**src/rtl/seg_frame_shifter_pkg.sv**
```systemverilog
// seg_frame_pkg: shared state encoding, frame geometry and a frame-building helper for the display link.
package seg_frame_pkg;
    typedef enum logic [2:0] {IDLE, SHIFT_LO, SHIFT_HI, LATCH, GAP} state_e;
    localparam int FRAME_W = 24;
    localparam int RED_LSB = 16;
    localparam int GRN_LSB = 8;
    localparam int LED_LSB = 0;
    localparam int FIELD_W = 7;
    function automatic logic [FRAME_W-1:0] mk_frame(input logic [FIELD_W-1:0] red, grn, led);
        mk_frame = '0;
        mk_frame[RED_LSB +: FIELD_W] = red;
        mk_frame[GRN_LSB +: FIELD_W] = grn;
        mk_frame[LED_LSB +: FIELD_W] = led;
    endfunction
endpackage

```
**src/rtl/seg_frame_shifter_if.sv**
```systemverilog
// seg_frame_shifter_if: valid/ready frame handshake from the formatting logic into the shifter.
interface seg_frame_shifter_if;
    import seg_frame_pkg::*;
    logic [FRAME_W-1:0] in_frame;
    logic               in_valid;
    logic               in_ready;
    modport master (output in_frame, in_valid, input in_ready);
    modport slave  (input in_frame, in_valid, output in_ready);
endinterface

```
**src/rtl/seg_frame_shifter_half_tick.sv**
```systemverilog
// seg_half_tick: loadable down-counter giving a one-cycle tick at the end of each CLK_DIV-cycle dwell.
module seg_half_tick
    import seg_frame_pkg::*;
#(
    parameter int CLK_DIV = 4
) (
    input  logic       clk,
    input  logic       rst,
    input  logic       load,
    input  logic [7:0] load_val,
    output logic       tick,
    output logic       tick_next
);
    logic [7:0] cnt_q, cnt_d;
    assign tick      = cnt_q == 8'd0;
    assign tick_next = cnt_d == 8'd0;
    always_comb begin
        cnt_d = load ? load_val : (tick ? 8'(CLK_DIV - 1) : cnt_q - 8'd1);
    end
    always_ff @(posedge clk) begin
        if (rst) cnt_q <= '0;
        else     cnt_q <= cnt_d;
    end
endmodule

```
**src/rtl/seg_frame_shifter.sv**
```systemverilog
// seg_frame_shifter: buffers one 24-bit display frame and shifts it MSB-first on sclk/sdata, then strobes latch.
// Optional SEG_FRAME_COALESCE_EN: in_ready stays high and a newer frame overwrites the pending one (latest wins).
module seg_frame_shifter
    import seg_frame_pkg::*;
#(
    parameter int CLK_DIV = 4
) (
    input  logic                clk,
    input  logic                rst,
    seg_frame_shifter_if.slave  up,
    output logic                sclk,
    output logic                sdata,
    output logic                latch,
    output logic                busy,
    output logic                frame_done,
    output logic                dropped
);
    localparam logic [7:0] DIV_M1 = 8'(CLK_DIV - 1);
    state_e             state_q, state_d;
    logic [FRAME_W-1:0] pend_q, pend_d, sh_q, sh_d;
    logic [4:0]         bit_q, bit_d;
    logic               pend_v_q, pend_v_d;
    logic               sclk_q, sclk_d, sdata_q, sdata_d, latch_q, latch_d;
    logic               busy_q, busy_d, done_q, done_d, drop_q, drop_d;
    logic               tick, tick_next, accept, load_pend, ht_load;
    logic [7:0]         ht_val;
`ifdef SEG_FRAME_COALESCE_EN
    assign up.in_ready = 1'b1;
`else
    assign up.in_ready = !pend_v_q;
`endif
    assign accept = up.in_valid && up.in_ready;
    // Divider restarts on every state entry; IDLE parks it at zero so a pending frame starts next edge.
    assign ht_load = (state_d != state_q) || (state_d == IDLE);
    assign ht_val  = (state_d == IDLE) ? 8'd0 : DIV_M1;
    seg_half_tick #(.CLK_DIV(CLK_DIV)) u_tick (
        .clk       (clk),
        .rst       (rst),
        .load      (ht_load),
        .load_val  (ht_val),
        .tick      (tick),
        .tick_next (tick_next)
    );
    always_comb begin
        state_d   = state_q;
        sh_d      = sh_q;
        bit_d     = bit_q;
        load_pend = 1'b0;
        case (state_q)
            IDLE:     load_pend = tick && pend_v_q;
            SHIFT_LO: state_d = tick ? SHIFT_HI : SHIFT_LO;
            SHIFT_HI: if (tick) begin
                if (bit_q == 5'd23) state_d = LATCH;
                else begin
                    sh_d    = sh_q << 1;
                    bit_d   = bit_q + 5'd1;
                    state_d = SHIFT_LO;
                end
            end
            LATCH:    state_d = tick ? GAP : LATCH;
            GAP:      if (tick) begin
                load_pend = pend_v_q;
                state_d   = IDLE;
            end
            default:  state_d = IDLE;
        endcase
        if (load_pend) begin
            state_d = SHIFT_LO;
            sh_d    = pend_q;
            bit_d   = '0;
        end
        pend_d   = accept ? up.in_frame : pend_q;
        pend_v_d = accept || (pend_v_q && !load_pend);
        sclk_d   = state_d == SHIFT_HI;
        latch_d  = state_d == LATCH;
        // Data is updated one clock after sclk falls, giving CLK_DIV-1 cycles of setup.
        sdata_d  = (state_q == SHIFT_LO) ? sh_q[FRAME_W-1] : ((state_q == SHIFT_HI) && sdata_q);
        busy_d   = (state_d != IDLE) || pend_v_d;
        done_d   = (state_d == LATCH) && tick_next;
`ifdef SEG_FRAME_COALESCE_EN
        drop_d   = accept && pend_v_q && !load_pend;
`else
        drop_d   = 1'b0;
`endif
    end
    always_ff @(posedge clk) begin
        if (rst) begin
            state_q  <= IDLE;
            pend_q   <= '0;
            sh_q     <= '0;
            bit_q    <= '0;
            pend_v_q <= 1'b0;
            sclk_q   <= 1'b0;
            sdata_q  <= 1'b0;
            latch_q  <= 1'b0;
            busy_q   <= 1'b0;
            done_q   <= 1'b0;
            drop_q   <= 1'b0;
        end else begin
            state_q  <= state_d;
            pend_q   <= pend_d;
            sh_q     <= sh_d;
            bit_q    <= bit_d;
            pend_v_q <= pend_v_d;
            sclk_q   <= sclk_d;
            sdata_q  <= sdata_d;
            latch_q  <= latch_d;
            busy_q   <= busy_d;
            done_q   <= done_d;
            drop_q   <= drop_d;
        end
    end
    assign sclk       = sclk_q;
    assign sdata      = sdata_q;
    assign latch      = latch_q;
    assign busy       = busy_q;
    assign frame_done = done_q;
    assign dropped    = drop_q;
endmodule
```
**src/flat_wrapper.sv**
```systemverilog
// flat-port wrapper written by rule: the top's interface ports become plain ports
module seg_frame_shifter_flat import seg_frame_pkg::*;
#(
    parameter int CLK_DIV = 4
)
  (clk, rst, sclk, sdata, latch, busy, frame_done, dropped, up_in_frame, up_in_valid, up_in_ready);
  seg_frame_shifter_if up_i ();
  input  logic clk;
  input  logic rst;
  output logic sclk;
  output logic sdata;
  output logic latch;
  output logic busy;
  output logic frame_done;
  output logic dropped;
  input wire logic [$bits(up_i.in_frame)-1:0] up_in_frame;
  input wire logic [$bits(up_i.in_valid)-1:0] up_in_valid;
  output wire logic [$bits(up_i.in_ready)-1:0] up_in_ready;
  assign up_i.in_frame = up_in_frame;
  assign up_i.in_valid = up_in_valid;
  assign up_in_ready = up_i.in_ready;
  seg_frame_shifter #(.CLK_DIV(CLK_DIV)) u_core (.clk(clk), .rst(rst), .up(up_i), .sclk(sclk), .sdata(sdata), .latch(latch), .busy(busy), .frame_done(frame_done), .dropped(dropped));
endmodule
```
**config.mk**
```make
export PLATFORM = sky130hd
export DESIGN_NAME = seg_frame_shifter_flat
export DESIGN_NICKNAME = d
export VERILOG_FILES = /design/src/rtl/seg_frame_shifter_pkg.sv /design/src/rtl/seg_frame_shifter_if.sv /design/src/rtl/seg_frame_shifter_half_tick.sv /design/src/rtl/seg_frame_shifter.sv /design/src/flat_wrapper.sv
export SDC_FILE = /design/constraint.sdc
export NUM_CORES = 1
export LEC_CHECK = 0
export ABC_AREA = 1
export CORE_UTILIZATION = 33
export CTS_CLUSTER_SIZE = 8
export DETAILED_ROUTE_END_ITERATION = 10
export GPL_TIMING_DRIVEN = 0
export PLACE_DENSITY = 0.63
export SYNTH_ARGS = -nofsm -noshare
export SYNTH_HDL_FRONTEND = slang
export SYNTH_SLANG_ARGS = --single-unit
export TNS_END_PERCENT = 1
```
**constraint.sdc**
```tcl
create_clock -name clk -period 1.7 [get_ports clk]
set_input_delay 0.255 -clock clk [delete_from_list [all_inputs] [get_ports clk]]
set_output_delay 0.255 -clock clk [all_outputs]
set_load 0.02 [all_outputs]
```
== After elaboration in Yosys (flattened, before gate mapping) ==
Cells that the tools add are included.
Storage, ports and cells
  flip-flop bits (word level): 70
  output and inout port bits: 7
  word-level logic and storage cells: 60
Operators by class
  add/sub/neg operators: 2
  equal/unequal tests: 9
  muxes and demuxes: 17
  bitwise gates (word level): 1
  reduce and logical (&&, ||, !) cells: 20
Operators with widths (count)
  $mux 24: 4
  $logic_not 8->1: 2
  $mux 8: 2
  $pmux 3 s5: 1
  $eq 3x2->1 const B: 4
  $mux 3: 4
  $sub 8x1->8 const B: 1
  $logic_not 3->1: 2
  $mux 2: 3
  $reduce_and 3->1: 2
  $add 5x1->5 const B: 1
  $eq 5x5->1 const B: 1
  $logic_and 1x1->1: 5
  $reduce_bool 2->1: 2
  $eq 3x1->1 const B: 1
  $eq 3x3->1 const B: 1
  $logic_or 1x1->1: 3
  $ne 3x3->1: 1
  $reduce_bool 3->1: 1
  $logic_not 1->1: 2
  $mux 1: 2
  $ne 2x1->1 const B: 1
  $pmux 1 s2: 1
  $reduce_or 2->1: 1
  $not 1->1: 1

== Logic depth before layout (Yosys ltp) ==
  depth after elaboration: 10
  gate-level depth with buffers: 15

== Cells and area by module ==
From an unflattened synthesis, not the netlist that was laid out.
Unflattened totals
  cells, all modules: 442
  area, all modules: 3210.6 um2
Modules (own cells, without submodules)
  seg_frame_shifter: times used 1, cells an instance 358, area an instance 2680.1 um2
  seg_half_tick: times used 1, cells an instance 84, area an instance 530.5 um2

== Least setup slack after synthesis ==
Ideal clock, no wire load.
  path type: register -> register
  from: register u_core.u_tick.cnt_q[0]
  to: register u_core.done_q, in the netlist u_core.frame_done
  library setup time: 0.111 ns
  data arrival time: 1.563 ns
  data required time: 1.589 ns
  slack: 0.026 ns
  cell stages (with the launch flop): 13
  period minus slack after synthesis: 1.674 ns
  path through: dfxtp_1 inv_1 ha_1 nand2_2 inv_1 nand2_4 nand2_1 o21ai_0 nand3_2 nor2_4 o31ai_1 nand2_1 nor2_1
On the way
  cells in the longest elaborated chain, start to end: 9
  elaborated cells between the ends (all ways): 20
  those cells by class: add/sub (1); eq/ne (2); mux (11); reduce/logical (6)
Ends and longest elaborated chain
  start, declared: RTL line seg_frame_shifter_half_tick.sv:14  | logic [7:0] cnt_q, cnt_d;
  start signal, assigned: RTL line seg_frame_shifter_half_tick.sv:22  | else cnt_q <= cnt_d;
  $logic_not 8->1: RTL line seg_frame_shifter_half_tick.sv:15  | assign tick = cnt_q == 8'd0;
  $mux 3, or another cell as far along: RTL line seg_frame_shifter.sv:61  | GAP: if (tick) begin
  $pmux 3 s5 / $pmux 1 s2 (equally long branches): RTL line seg_frame_shifter.sv:49  | case (state_q)
  $mux 3: RTL line seg_frame_shifter.sv:67  | if (load_pend) begin
  $logic_not 3->1 / $ne 3x3->1 (equally long branches): RTL line seg_frame_shifter.sv:34, seg_frame_shifter.sv:35
  $mux 2 / $logic_or 1x1->1 (equally long branches): RTL line seg_frame_shifter.sv:35, seg_frame_shifter.sv:34
  $mux 8: RTL line seg_frame_shifter_half_tick.sv:18  | cnt_d = load ? load_val : (tick ? 8'(CLK_DIV - 1) : cnt_q - 8'd1);
  $logic_not 8->1: RTL line seg_frame_shifter_half_tick.sv:16  | assign tick_next = cnt_d == 8'd0;
  $logic_and 1x1->1 (*): RTL line seg_frame_shifter.sv:79  | done_d = (state_d == LATCH) && tick_next;
  end signal, assigned: RTL line seg_frame_shifter.sv:109  | done_q <= done_d;
  end, declared: RTL line seg_frame_shifter.sv:24  | logic busy_q, busy_d, done_q, done_d, drop_q, drop_d;
Mark *: on every way between the ends. The rest lies on a longest branch, timed or not.
A chain may end at the register's enable or synchronous reset.

== Final worst setup path ==
  from: register u_core.u_tick.cnt_q[1]
  to: register u_core.sh_q[23]
On the way
  cells in the longest elaborated chain, start to end: 5
  elaborated cells between the ends (all ways): 9
  those cells by class: eq/ne (1); mux (3); reduce/logical (5)
Ends and longest elaborated chain
  $logic_not 8->1 (*): RTL line seg_frame_shifter_half_tick.sv:15
  $mux 1 / $logic_and 1x1->1 (equally long branches): RTL line seg_frame_shifter.sv:61, seg_frame_shifter.sv:50
  $pmux 1 s2: RTL line seg_frame_shifter.sv:49
  $ne 2x1->1 (no source line) / $reduce_bool 2->1 (equally long branches)
  $reduce_and 3->1 (no source line)
  end signal, assigned: RTL line seg_frame_shifter.sv:90  | sh_q <= '0;
  end signal, assigned: RTL line seg_frame_shifter.sv:102  | sh_q <= sh_d;
  end, declared: RTL line seg_frame_shifter.sv:20  | logic [FRAME_W-1:0] pend_q, pend_d, sh_q, sh_d;
Marks and branches as above.

==> impl_metrics.toml <==
[outcome]
status = "completed"

[yosys]
syn_avg_cell_area_um2 = 7.74
synth.distinct_cells = 35
synth_nets = 432
yosysTopAreaCellShare_pct = 44.9
syn_inst = 403
ys_seq_area_share_pct = 44.9
synth_warnings = 0
ys_ff_latch = 70
netlist_area_um2 = 3120
synth_area_leaders = "dfxtp_1, nor2_1, nand2_1"
yosys.area.top_type = "dfxtp_1"

[critical_path]
crit_arrival_ns = 1.93
rrSetupSlack_ns = 0.02
path_max_fanout = 10
r2r_end = "u_core.sh_q[23]$_SDFFE_PP0P_"
reg2reg_from = "u_core.u_tick.cnt_q[1]$_SDFF_PP0_"
cp.required_ns = 1.94
crit_start = "u_core.u_tick.cnt_q[1]$_SDFF_PP0_"
end_kind = "flop"
startpoint_type = "flop"
r2r_cells = 10
worst-setup-path-type = "flop to flop"

[floorplan]
start_util_pct = 33.9
ios = 34
core-area_um2 = 9200
rows = 35
die_x_um = 99.2
die_area_um2 = 9850
dieHeight_um = 99.2

[sta]
min_period_over_period_pct = 99.0
tightest_slew_ns = 0.630
fmax_mhz = 594
rsz0062_at_grt = "true"
slew_viol_final = 0
finalSetupViolations = 0
fin_crit_ns = 1.68
final.setup_skew_ns = 0.00973
fin_ws_ns = 0.0164
hold_viol = 0
slew_headroom_pct = 58.0

[routing]
ant_nets = 0
dr.pass1.iters = 5
via_per_inst = 4.79
drc_errors = 0
wl_per_cell_um = 12.0
vias = 2720
first_iter_violations = 132
wl_um = 6830

[placement]
io_buffers = 31
gp_congestion = 0.835
dp_hpwl_um = 4800
post-place-ws_ns = -0.318
place_area_um2 = 3570

[clock_network]
cts_hold_buf = 0
cts_tree = "yes"
root_buffer = "clkbuf_8"
htreeDepth = 3
clk_latency_ns = 0.34
cts_made_buffers = 9
clkTransAtPathRegs_ns = 0.08
cts.path.max_buffers = 2
clock-sinks = 70

[power_and_ir_drop]
irDropWorstVdd_mv = 0.622
p_int_mw = 4.09
cellPowerDensity_nw_per_um2 = 1750
p_leak_nw = 1.58
power_frac_clock_pct = 21.5
p_comb_share_pct = 46.3
p_sw_mw = 2.79
power.total_mw = 6.87
swShare_pct = 40.5
seqPwrFrac_pct = 32.2

[global_route]
track_usage_pct = 14.8
grt_pass1_wl_um = 11600
grt-ovfl-total = 0
grt_pass1_vias = 2593
antenna_found_initial = 0
grt_max_degree = 13

[final_layout]
drive_gt1_share_pct = 17.3
diodes = 0
layout.nets = 481
seqCellArea_um2 = 1400
n_fill_cell = 950
multi_input_area_um2 = 1560
stdcell_area_um2 = 3930
area_growth_pct = 25.8

[min_path]
hp-class = "input port to flop"
hold_path_startpoint = "rst"
min_path_cells = 2
hold_end = "u_core.sh_q[2]$_SDFFE_PP0P_"

[job]
drv_cap = 0
==> cell usage in the layout (no fill, tap or decap), types with 6 or more instances in the layout <==
cell type,n
nor2_1,96
clkbuf_1,11
a311oi_2,6
o21ai_0,30
a21oi_1,6
buf_4,10
clkbuf_8,10
clkdlybuf4s50_1,30
a311oi_1,16
nand2_2,8
inv_1,24
nand2_1,74
dfxtp_1,68
==> critical path, stage by stage, from the launching register on <==
cell and delay, ns:
dfxtp_1 0.33, inv_2 0.07, ha_4 0.15, nand2_4 0.07, nor2_8 0.21, nand3_4 0.12, nand2_2 0.11, buf_6 0.15
buf_8 0.14, nor2_1 0.05, a311oi_2 0.17
==> kinds of logic (layout without fill, tap and decap cells) <==
family | count (synthesis) | count (layout) | synth area share, %
and+or+nand+nor | 207 | 207 | 29.9
AOI/OAI and AO/OA | 70 | 70 | 16.2
adders and majority gates | 2 | 2 | 0.802
buffers and inverters | 49 | 103 | 6.98
DFF | 70 | 70 | 44.9
xor gates and xnor gates | 4 | 4 | 1.12
other | 1 | 1 | 0.120
==> stage by stage <==
stage	util, %	hold slack, ns	TNS (ns)	cells
after floorplan	-	0.390	0	403
after global placement	38.8	0.452	-9.35	545
after detailed placement	38.8	0.458	-12.40	545
after CTS	42.2	0.408	-0.00117	568
after global routing	42.7	0.485	-1.50	568
final	42.7	0.453	0	568
==> worst max path at each step <==
| stage | endpoint | slack, ns |
|---|---|---|
| floorplan | u_core.frame_done$_SDFF_PP0_ | 0.03 |
| global placement | u_core.pend_q[13]$_SDFFE_PP0P_ | -0.28 |
| detailed placement | u_core.pend_q[6]$_SDFFE_PP0P_ | -0.32 |
| CTS | u_core.sh_q[23]$_SDFFE_PP0P_ | -0.001 |
| global route | u_core.frame_done$_SDFF_PP0_ | -0.13 |
| finish | u_core.sh_q[23]$_SDFFE_PP0P_ | 0.02 |
==> per-layer routing <==
layer  share of wire (%)  vias to the layer above  track usage [%]
li1                    -                     1417                -
met1                  47                     1243             18.5
met2                  48                       49             24.2
met3                 3.5                       11             3.51
met4                 1.4                        0             6.67
met5                   0                        -                0
==> synth_stat cells, drive strengths merged <==
library cell / n
nand3: 12
a311oi: 22
buf: 8
clkbuf: 12
inv: 29
nor2: 105
xor2: 4
o2111ai: 2
or3: 1
nand2: 85
ha: 2
a21oi: 7
o31ai: 2
nor3: 1
nor4: 2
a211oi: 2
o211ai: 1
o21bai: 2
dfxtp: 70
conb: 1
o21ai: 32
nor3b: 1
==> power by group through the flow <==
stage,logic (mW),clock network [mW],registers [mW]
finish,3.18,1.48,2.21
global route,3.56,1.60,2.25
CTS,3.08,1.52,2.20
detailed placement,2.87,0,2.23
global placement,2.82,0,2.22
floorplan,2.29,0,2.21
==> final cells by class <==
class | count | share of cell area, %
Clock inverter | 5 | 2.07
Tap cell | 111 | 3.54
Multi-Input combinational cell | 284 | 39.8
Timing Repair Buffer | 38 | 9.21
Clock buffer | 11 | 3.60
Sequential cell | 70 | 35.8
Inverter | 29 | 2.77
Buffer | 20 | 3.22
==> what timing repair did <==
action / 4_1_cts / 5_1_grt
buffers inserted: 7 / 0
setup endpoints to repair: 39 / 53
gates resized for setup: 13 / 15
pin swaps: 8 / 1
endpoints found under the hold margin: 0 / 0
==> state kept, by name (all words and copies together), names as in the netlist <==
signal,count
u_core.state_q,3
u_core.busy,1
u_core.sdata,1
u_core.pend_v_q,1
u_core.sh_q,24
u_core.frame_done,1
u_core.sclk,1
u_core.bit_q,5
u_core.latch,1
u_core.u_tick.cnt_q,8
u_core.pend_q,24
(Power assumes the default switching activity.)
